$ cat config.mk
export PLATFORM = sky130hd
export DESIGN_NAME = fwd_operand_stage_flat
export DESIGN_NICKNAME = d
export VERILOG_FILES = /design/src/rtl/fwd_pkg.sv /design/src/rtl/fwd_operand_stage_if.sv /design/src/rtl/fwd_match.sv /design/src/rtl/fwd_operand_stage.sv /design/src/flat_wrapper.sv
export SDC_FILE = /design/constraint.sdc
export NUM_CORES = 1
export LEC_CHECK = 0
export ABC_CLOCK_PERIOD_IN_PS = 5760
export CAP_MARGIN = 20
export CORE_MARGIN = 1
export CORE_UTILIZATION = 44
export CTS_CLUSTER_DIAMETER = 80
export DETAILED_ROUTE_END_ITERATION = 8
export PLACE_DENSITY = 0.9
export SYNTH_ARGS = -nofsm -noshare
export SYNTH_HDL_FRONTEND = slang
export SYNTH_SLANG_ARGS = --single-unit
$ cat constraint.sdc
create_clock -name clk -period 5.76 [get_ports clk]
set_input_delay 0.576 -clock clk [delete_from_list [all_inputs] [get_ports clk]]
set_output_delay 0.576 -clock clk [all_outputs]
set_load 0.01 [all_outputs]
$ cat src/rtl/fwd_pkg.sv
// rtl/fwd_pkg.sv - shared select encodings and register-address constants for operand forwarding
package fwd_pkg;

    localparam int              REGADDR_W = 5;
    localparam logic [4:0]      REG_ZERO  = 5'd0;

    localparam logic [1:0]      SEL_RF    = 2'b00;
    localparam logic [1:0]      SEL_EXMEM = 2'b01;
    localparam logic [1:0]      SEL_MEMWB = 2'b10;

endpackage

$ cat src/rtl/fwd_operand_stage_if.sv
// rtl/fwd_operand_stage_if.sv - decode/forwarding/execute bundle for the operand stage
interface fwd_operand_stage_if #(
    parameter int WIDTH = 32,
    parameter int NCH   = 2,
    parameter int CNTW  = 16
);

    logic                 in_valid;
    logic                 in_ready;
    logic [NCH*5-1:0]     rf_addr;
    logic [NCH*WIDTH-1:0] rf_data;
    logic                 exmem_wr;
    logic [4:0]           exmem_addr;
    logic [WIDTH-1:0]     exmem_data;
    logic                 exmem_is_load;
    logic                 memwb_wr;
    logic [4:0]           memwb_addr;
    logic [WIDTH-1:0]     memwb_data;
    logic                 flush;
    logic                 out_valid;
    logic                 out_ready;
    logic [NCH*WIDTH-1:0] out_data;
    logic [NCH*2-1:0]     out_sel;
    logic                 load_use_stall;
    logic [CNTW-1:0]      fwd_cnt_exmem;
    logic [CNTW-1:0]      fwd_cnt_memwb;

    modport master (
        output in_valid, rf_addr, rf_data,
        output exmem_wr, exmem_addr, exmem_data, exmem_is_load,
        output memwb_wr, memwb_addr, memwb_data,
        output flush, out_ready,
        input  in_ready, out_valid, out_data, out_sel, load_use_stall,
        input  fwd_cnt_exmem, fwd_cnt_memwb
    );

    modport slave (
        input  in_valid, rf_addr, rf_data,
        input  exmem_wr, exmem_addr, exmem_data, exmem_is_load,
        input  memwb_wr, memwb_addr, memwb_data,
        input  flush, out_ready,
        output in_ready, out_valid, out_data, out_sel, load_use_stall,
        output fwd_cnt_exmem, fwd_cnt_memwb
    );

endinterface

$ cat src/rtl/fwd_match.sv
// rtl/fwd_match.sv - per-channel forwarding source select and load-use hazard detect
module fwd_match
    import fwd_pkg::*;
(
    input  logic [REGADDR_W-1:0] rf_addr,
    input  logic                 exmem_wr,
    input  logic [REGADDR_W-1:0] exmem_addr,
    input  logic                 exmem_is_load,
    input  logic                 memwb_wr,
    input  logic [REGADDR_W-1:0] memwb_addr,
    output logic [1:0]           sel,
    output logic                 hazard
);

    // The younger EX/MEM result wins; $0 is hardwired and never forwarded.
    always_comb begin
        sel = SEL_RF;
        if (exmem_wr && (exmem_addr != REG_ZERO) && (exmem_addr == rf_addr)) begin
            sel = SEL_EXMEM;
        end else if (memwb_wr && (memwb_addr != REG_ZERO) && (memwb_addr == rf_addr)) begin
            sel = SEL_MEMWB;
        end
    end

    assign hazard = (sel == SEL_EXMEM) && exmem_is_load;

endmodule

$ cat src/rtl/fwd_operand_stage.sv
// rtl/fwd_operand_stage.sv - ID/EX operand register with forwarding mux, load-use stall and statistics
module fwd_operand_stage
    import fwd_pkg::*;
#(
    parameter int WIDTH = 32,
    parameter int NCH   = 2,
    parameter int CNTW  = 16
) (
    input  logic                clk,
    input  logic                reset,
    fwd_operand_stage_if.slave  bus
);

    localparam int              INCW    = $clog2(NCH + 1);
    localparam logic [CNTW-1:0] CNT_MAX = '1;

    logic [NCH*2-1:0]     sel;
    logic [NCH-1:0]       hazard;
    logic [NCH*WIDTH-1:0] mux_data;
    logic [INCW-1:0]      n_exmem;
    logic [INCW-1:0]      n_memwb;
    logic                 stall;
    logic                 ready;
    logic                 capture;

    logic                 valid_q, valid_d;
    logic [NCH*WIDTH-1:0] data_q, data_d;
    logic [NCH*2-1:0]     sel_q, sel_d;
    logic [CNTW-1:0]      cnt_exmem_q, cnt_exmem_d;
    logic [CNTW-1:0]      cnt_memwb_q, cnt_memwb_d;

    for (genvar k = 0; k < NCH; k++) begin : g_ch
        fwd_match u_match (
            .rf_addr       (bus.rf_addr[REGADDR_W*k +: REGADDR_W]),
            .exmem_wr      (bus.exmem_wr),
            .exmem_addr    (bus.exmem_addr),
            .exmem_is_load (bus.exmem_is_load),
            .memwb_wr      (bus.memwb_wr),
            .memwb_addr    (bus.memwb_addr),
            .sel           (sel[2*k +: 2]),
            .hazard        (hazard[k])
        );
    end

    always_comb begin
        mux_data = '0;
        n_exmem  = '0;
        n_memwb  = '0;
        for (int k = 0; k < NCH; k++) begin
            case (sel[2*k +: 2])
                SEL_EXMEM: begin
                    mux_data[WIDTH*k +: WIDTH] = bus.exmem_data;
                    n_exmem = n_exmem + INCW'(1);
                end
                SEL_MEMWB: begin
                    mux_data[WIDTH*k +: WIDTH] = bus.memwb_data;
                    n_memwb = n_memwb + INCW'(1);
                end
                default: mux_data[WIDTH*k +: WIDTH] = bus.rf_data[WIDTH*k +: WIDTH];
            endcase
        end
    end

    // One spare bit is enough since the per-cycle increment never exceeds NCH.
    function automatic logic [CNTW-1:0] sat_add(input logic [CNTW-1:0] a, input logic [INCW-1:0] b);
        logic [CNTW:0] s;
        s = {1'b0, a} + (CNTW+1)'(b);
        return s[CNTW] ? CNT_MAX : s[CNTW-1:0];
    endfunction

    assign stall   = bus.in_valid && (|hazard);
    assign ready   = (!valid_q || bus.out_ready) && !stall;
    assign capture = bus.in_valid && ready && !bus.flush;

    always_comb begin
        valid_d     = valid_q;
        data_d      = data_q;
        sel_d       = sel_q;
        cnt_exmem_d = cnt_exmem_q;
        cnt_memwb_d = cnt_memwb_q;
        if (capture) begin
            valid_d     = 1'b1;
            data_d      = mux_data;
            sel_d       = sel;
            cnt_exmem_d = sat_add(cnt_exmem_q, n_exmem);
            cnt_memwb_d = sat_add(cnt_memwb_q, n_memwb);
        end else if (bus.flush || bus.out_ready) begin
            valid_d     = 1'b0;
        end
    end

    always_ff @(posedge clk) begin
        if (reset) begin
            valid_q     <= 1'b0;
            data_q      <= '0;
            sel_q       <= '0;
            cnt_exmem_q <= '0;
            cnt_memwb_q <= '0;
        end else begin
            valid_q     <= valid_d;
            data_q      <= data_d;
            sel_q       <= sel_d;
            cnt_exmem_q <= cnt_exmem_d;
            cnt_memwb_q <= cnt_memwb_d;
        end
    end

    assign bus.in_ready       = ready;
    assign bus.load_use_stall = stall;
    assign bus.out_valid      = valid_q;
    assign bus.out_data       = data_q;
    assign bus.out_sel        = sel_q;
    assign bus.fwd_cnt_exmem  = cnt_exmem_q;
    assign bus.fwd_cnt_memwb  = cnt_memwb_q;

endmodule
$ cat src/flat_wrapper.sv
// flat-port wrapper written by rule: the top's interface ports become plain ports
module fwd_operand_stage_flat import fwd_pkg::*;
#(
    parameter int WIDTH = 32,
    parameter int NCH   = 2,
    parameter int CNTW  = 16
)
  (clk, reset, bus_in_valid, bus_rf_addr, bus_rf_data, bus_exmem_wr, bus_exmem_addr, bus_exmem_data, bus_exmem_is_load, bus_memwb_wr, bus_memwb_addr, bus_memwb_data, bus_flush, bus_out_ready, bus_in_ready, bus_out_valid, bus_out_data, bus_out_sel, bus_load_use_stall, bus_fwd_cnt_exmem, bus_fwd_cnt_memwb);
  fwd_operand_stage_if #(.WIDTH(WIDTH), .NCH(NCH), .CNTW(CNTW)) bus_i ();
  input  logic clk;
  input  logic reset;
  input wire logic [$bits(bus_i.in_valid)-1:0] bus_in_valid;
  input wire logic [$bits(bus_i.rf_addr)-1:0] bus_rf_addr;
  input wire logic [$bits(bus_i.rf_data)-1:0] bus_rf_data;
  input wire logic [$bits(bus_i.exmem_wr)-1:0] bus_exmem_wr;
  input wire logic [$bits(bus_i.exmem_addr)-1:0] bus_exmem_addr;
  input wire logic [$bits(bus_i.exmem_data)-1:0] bus_exmem_data;
  input wire logic [$bits(bus_i.exmem_is_load)-1:0] bus_exmem_is_load;
  input wire logic [$bits(bus_i.memwb_wr)-1:0] bus_memwb_wr;
  input wire logic [$bits(bus_i.memwb_addr)-1:0] bus_memwb_addr;
  input wire logic [$bits(bus_i.memwb_data)-1:0] bus_memwb_data;
  input wire logic [$bits(bus_i.flush)-1:0] bus_flush;
  input wire logic [$bits(bus_i.out_ready)-1:0] bus_out_ready;
  output wire logic [$bits(bus_i.in_ready)-1:0] bus_in_ready;
  output wire logic [$bits(bus_i.out_valid)-1:0] bus_out_valid;
  output wire logic [$bits(bus_i.out_data)-1:0] bus_out_data;
  output wire logic [$bits(bus_i.out_sel)-1:0] bus_out_sel;
  output wire logic [$bits(bus_i.load_use_stall)-1:0] bus_load_use_stall;
  output wire logic [$bits(bus_i.fwd_cnt_exmem)-1:0] bus_fwd_cnt_exmem;
  output wire logic [$bits(bus_i.fwd_cnt_memwb)-1:0] bus_fwd_cnt_memwb;
  assign bus_i.in_valid = bus_in_valid;
  assign bus_i.rf_addr = bus_rf_addr;
  assign bus_i.rf_data = bus_rf_data;
  assign bus_i.exmem_wr = bus_exmem_wr;
  assign bus_i.exmem_addr = bus_exmem_addr;
  assign bus_i.exmem_data = bus_exmem_data;
  assign bus_i.exmem_is_load = bus_exmem_is_load;
  assign bus_i.memwb_wr = bus_memwb_wr;
  assign bus_i.memwb_addr = bus_memwb_addr;
  assign bus_i.memwb_data = bus_memwb_data;
  assign bus_i.flush = bus_flush;
  assign bus_i.out_ready = bus_out_ready;
  assign bus_in_ready = bus_i.in_ready;
  assign bus_out_valid = bus_i.out_valid;
  assign bus_out_data = bus_i.out_data;
  assign bus_out_sel = bus_i.out_sel;
  assign bus_load_use_stall = bus_i.load_use_stall;
  assign bus_fwd_cnt_exmem = bus_i.fwd_cnt_exmem;
  assign bus_fwd_cnt_memwb = bus_i.fwd_cnt_memwb;
  fwd_operand_stage #(.WIDTH(WIDTH), .NCH(NCH), .CNTW(CNTW)) u_core (.clk(clk), .reset(reset), .bus(bus_i));
endmodule
==> out/results.ini <==
[run]
drv_cap = 0

[clocking]
ctsHoldBuffers = 0
path_clk_slew_ns = 0.07
htree_levels = 3
worstSkewPairLatency_ns = 0.35
clock_path_buffers = 2
postCtsSetupBuffers = 0
root_buffer = clkbuf_16
cts_tree = yes
cts_resized = 0
clock_sinks = 101
cts_buffers = 9

[critical_path]
crit_start = bus_exmem_addr[4]
rr_worst_depth = 7
timing.rr.end = u_core.bus.out_data[35]
arrival_ns = 4.48
end_kind = flip-flop
r2r_start = u_core.bus.out_valid
cpPeakStageDelay_ns = 0.60
r2r_slack_ns = 2.97
critPathSlowestCell = or4_1
crit_chain = clkdlybuf4s50_1, or4_1, o21ai_2, or3_2, inv_1, nor2_1, ha_1, ha_1, fa_1, nand4_1, nor2_1, and3_1, nor2_1, a311oi_1
cp_max_fo = 13
critPathTopFamily = simple AND/OR/NAND/NOR gates
cpMostUsedCell = nor2_1
startpoint_type = input port
required_ns = 6.02
cp_num_buf_inv = 2
path_class = input port to flip-flop

[synth]
yosysUniqueCellTypes = 44
yosysWarnings = 0
ys_top_cells_by_area = dfxtp_1 (38%), a22o_1 (11%), nand2_1 (10%), a31oi_1 (8.1%), nor2_1 (6.9%)
syn_inst = 683
synthesis.nets = 847
synthArstFlopShare = 0
synth.cell_area_um2 = 5300
synth_most_common_cell = nand2_1
synth_edf_count = 0
yosysTopAreaCellShare = 0.381
ys_ff_latch = 101
yosysTopAreaCell = dfxtp_1
synthFlopType = dfxtp_1
synthTopCellsByCount = nand2_1 (143), dfxtp_1 (101), nor2_1 (98)
avgSynthCellArea_um2 = 7.77
yosysSeqAreaShare = 0.381

[routing]
vias_per_cell = 5.82
ant_nets = 0
wl_per_cell_um = 17.8
first_pass_iters = 9
first_iter_violations = 737
vias = 6155
drcViolationCount = 20
drt-total-wl_um = 18800

[global_route]
use_met1 = 0.341
grt_pass1_vias = 5761
gr-max-usage-layer = met2
grt_pass1_wl_um = 29300
antenna_found_initial = 0
grt_max_degree = 65
grtUsageMet3 = 0.0833
grtUsageTotal = 0.295
grt_overflow_total = 0
met2_usage = 0.506

[cells_and_area]
fillers = 931
multi_input_area_um2 = 3080
drive_above_1_share = 0.0383
stdcell_area_um2 = 8220
synthToLayoutAreaGrowth_pct = 55.0
num_antenna_cells = 0
ff_latch_area_um2 = 2020
final_util = 0.711
fin_nets = 1074

[power]
power.density_nw_per_um2 = 198
ir_worst_vdd_uv = 148
leakage_nw = 3.15

[placed_design]
port_buffers = 258
place_hpwl_um = 13200
place.gp.congestion = 0.905
place_area_um2 = 7960

[worst_hold_path]
hold_depth = 1
min_from = u_core.bus.out_data[60]
whs_endpoint = u_core.bus.out_data[60]
hold_class = flip-flop to flip-flop

[die]
die_h_um = 112
die-area_um2 = 12500
ioPinCount = 259
row_count = 39
die_w_um = 112
design.core.area_um2 = 11600
initial_core_util = 0.459

[status]
outcome = finished with violations
violations = DRC

[timing]
skew_ns = 0.00771
max_slew_margin = 0.468
hold_violations = 0
max_freq_ghz = 0.237
maxSlewViolCount = 0
setup_viol = 0
tightest_slew_ns = 0.797
fin_crit_sh = 0.732
setup_tns_ns = 0
rsz0062_at_grt = no
fin_crit_ns = 4.22

## placed cells by master, fill, tap and decap left out, types with 9 or more instances in the layout
cell             count
buf_4               11
nand2_1            143
clkbuf_16            9
a22o_1              64
nor2_1              97
a31oi_1             69
a211oi_1            13
xnor2_1             18
dfxtp_1            101
a21oi_1             20
a311oi_1            12
clkdlybuf4s50_1    258
## state kept, by name (all words and copies together) (netlist names)
register,count
u_core.bus.out_valid,1
u_core.bus.fwd_cnt_exmem,16
u_core.bus.out_data,64
u_core.bus.fwd_cnt_memwb,16
u_core.bus.out_sel,4
## how the worst max path moves through the flow
stage                             endpoint  cells past startpoint  slack [ns]
6_report       u_core.bus.fwd_cnt_memwb[5]                     14        1.54
5_1_grt        u_core.bus.fwd_cnt_memwb[5]                     14        1.30
4_1_cts        u_core.bus.fwd_cnt_memwb[5]                     13        1.59
3_5_place_dp   u_core.bus.fwd_cnt_memwb[5]                     14        1.26
3_3_place_gp   u_core.bus.fwd_cnt_memwb[3]                     14        1.40
2_1_floorplan  u_core.bus.fwd_cnt_memwb[5]                     15        1.89
## area by class of cell
class | count | share of cell area
inverter | 4 | 0.00183
clock buffer | 14 | 0.0309
timing repair buffer | 269 | 0.324
multi-input combinational | 525 | 0.374
clock inverter | 1 | 0.000913
tap | 143 | 0.0218
sequential | 101 | 0.246
## power breakdown
part / switching (mW) / internal, mW
Clock: 0.259 / 0.303
Combinational: 0.133 / 0.193
Sequential: 0.0163 / 0.725
## per-layer routing
layer / up-vias / wire, um
met5: - / 0
met4: 0 / 546
met3: 46 / 1750
met2: 301 / 9120
met1: 2880 / 7360
li1: 2928 / -
## kinds of logic (layout without fill, tap and decap cells)
kind of cell | Yosys count | after routing | share of synthesized area
AOI/OAI and AO/OA | 198 | 198 | 0.275
muxes | 4 | 4 | 0.00755
buffers and inverters | 57 | 288 | 0.0460
DFF | 101 | 101 | 0.381
adders and majority gates | 8 | 8 | 0.0217
xor gates and xnor gates | 20 | 20 | 0.0330
and+or+nand+nor | 295 | 295 | 0.236
## stage by stage
| step | worst slack, ns | std cells | power [mW] | hold WS [ns] |
|---|---|---|---|---|
| 5_1_grt | 1.30 | 1057 | 1.69 | 0.491 |
| 2_1_floorplan | 1.89 | 683 | 0.878 | 0.511 |
| 4_1_cts | 1.59 | 1057 | 1.64 | 0.482 |
| 6_report | 1.54 | 1057 | 1.63 | 0.479 |
| 3_3_place_gp | 1.40 | 1042 | 1.07 | 0.458 |
| 3_5_place_dp | 1.26 | 1042 | 1.08 | 0.465 |
## worst register-to-register path, stage by stage (launching register included)
cell	delay, ns
dfxtp_1	0.31
nor2b_1	0.14
or3b_2	0.56
a21oi_4	0.54
buf_4	0.37
nor2_4	0.04
buf_4	0.33
a22o_1	0.38
Note: power is estimated with default switching activity, not from simulation.
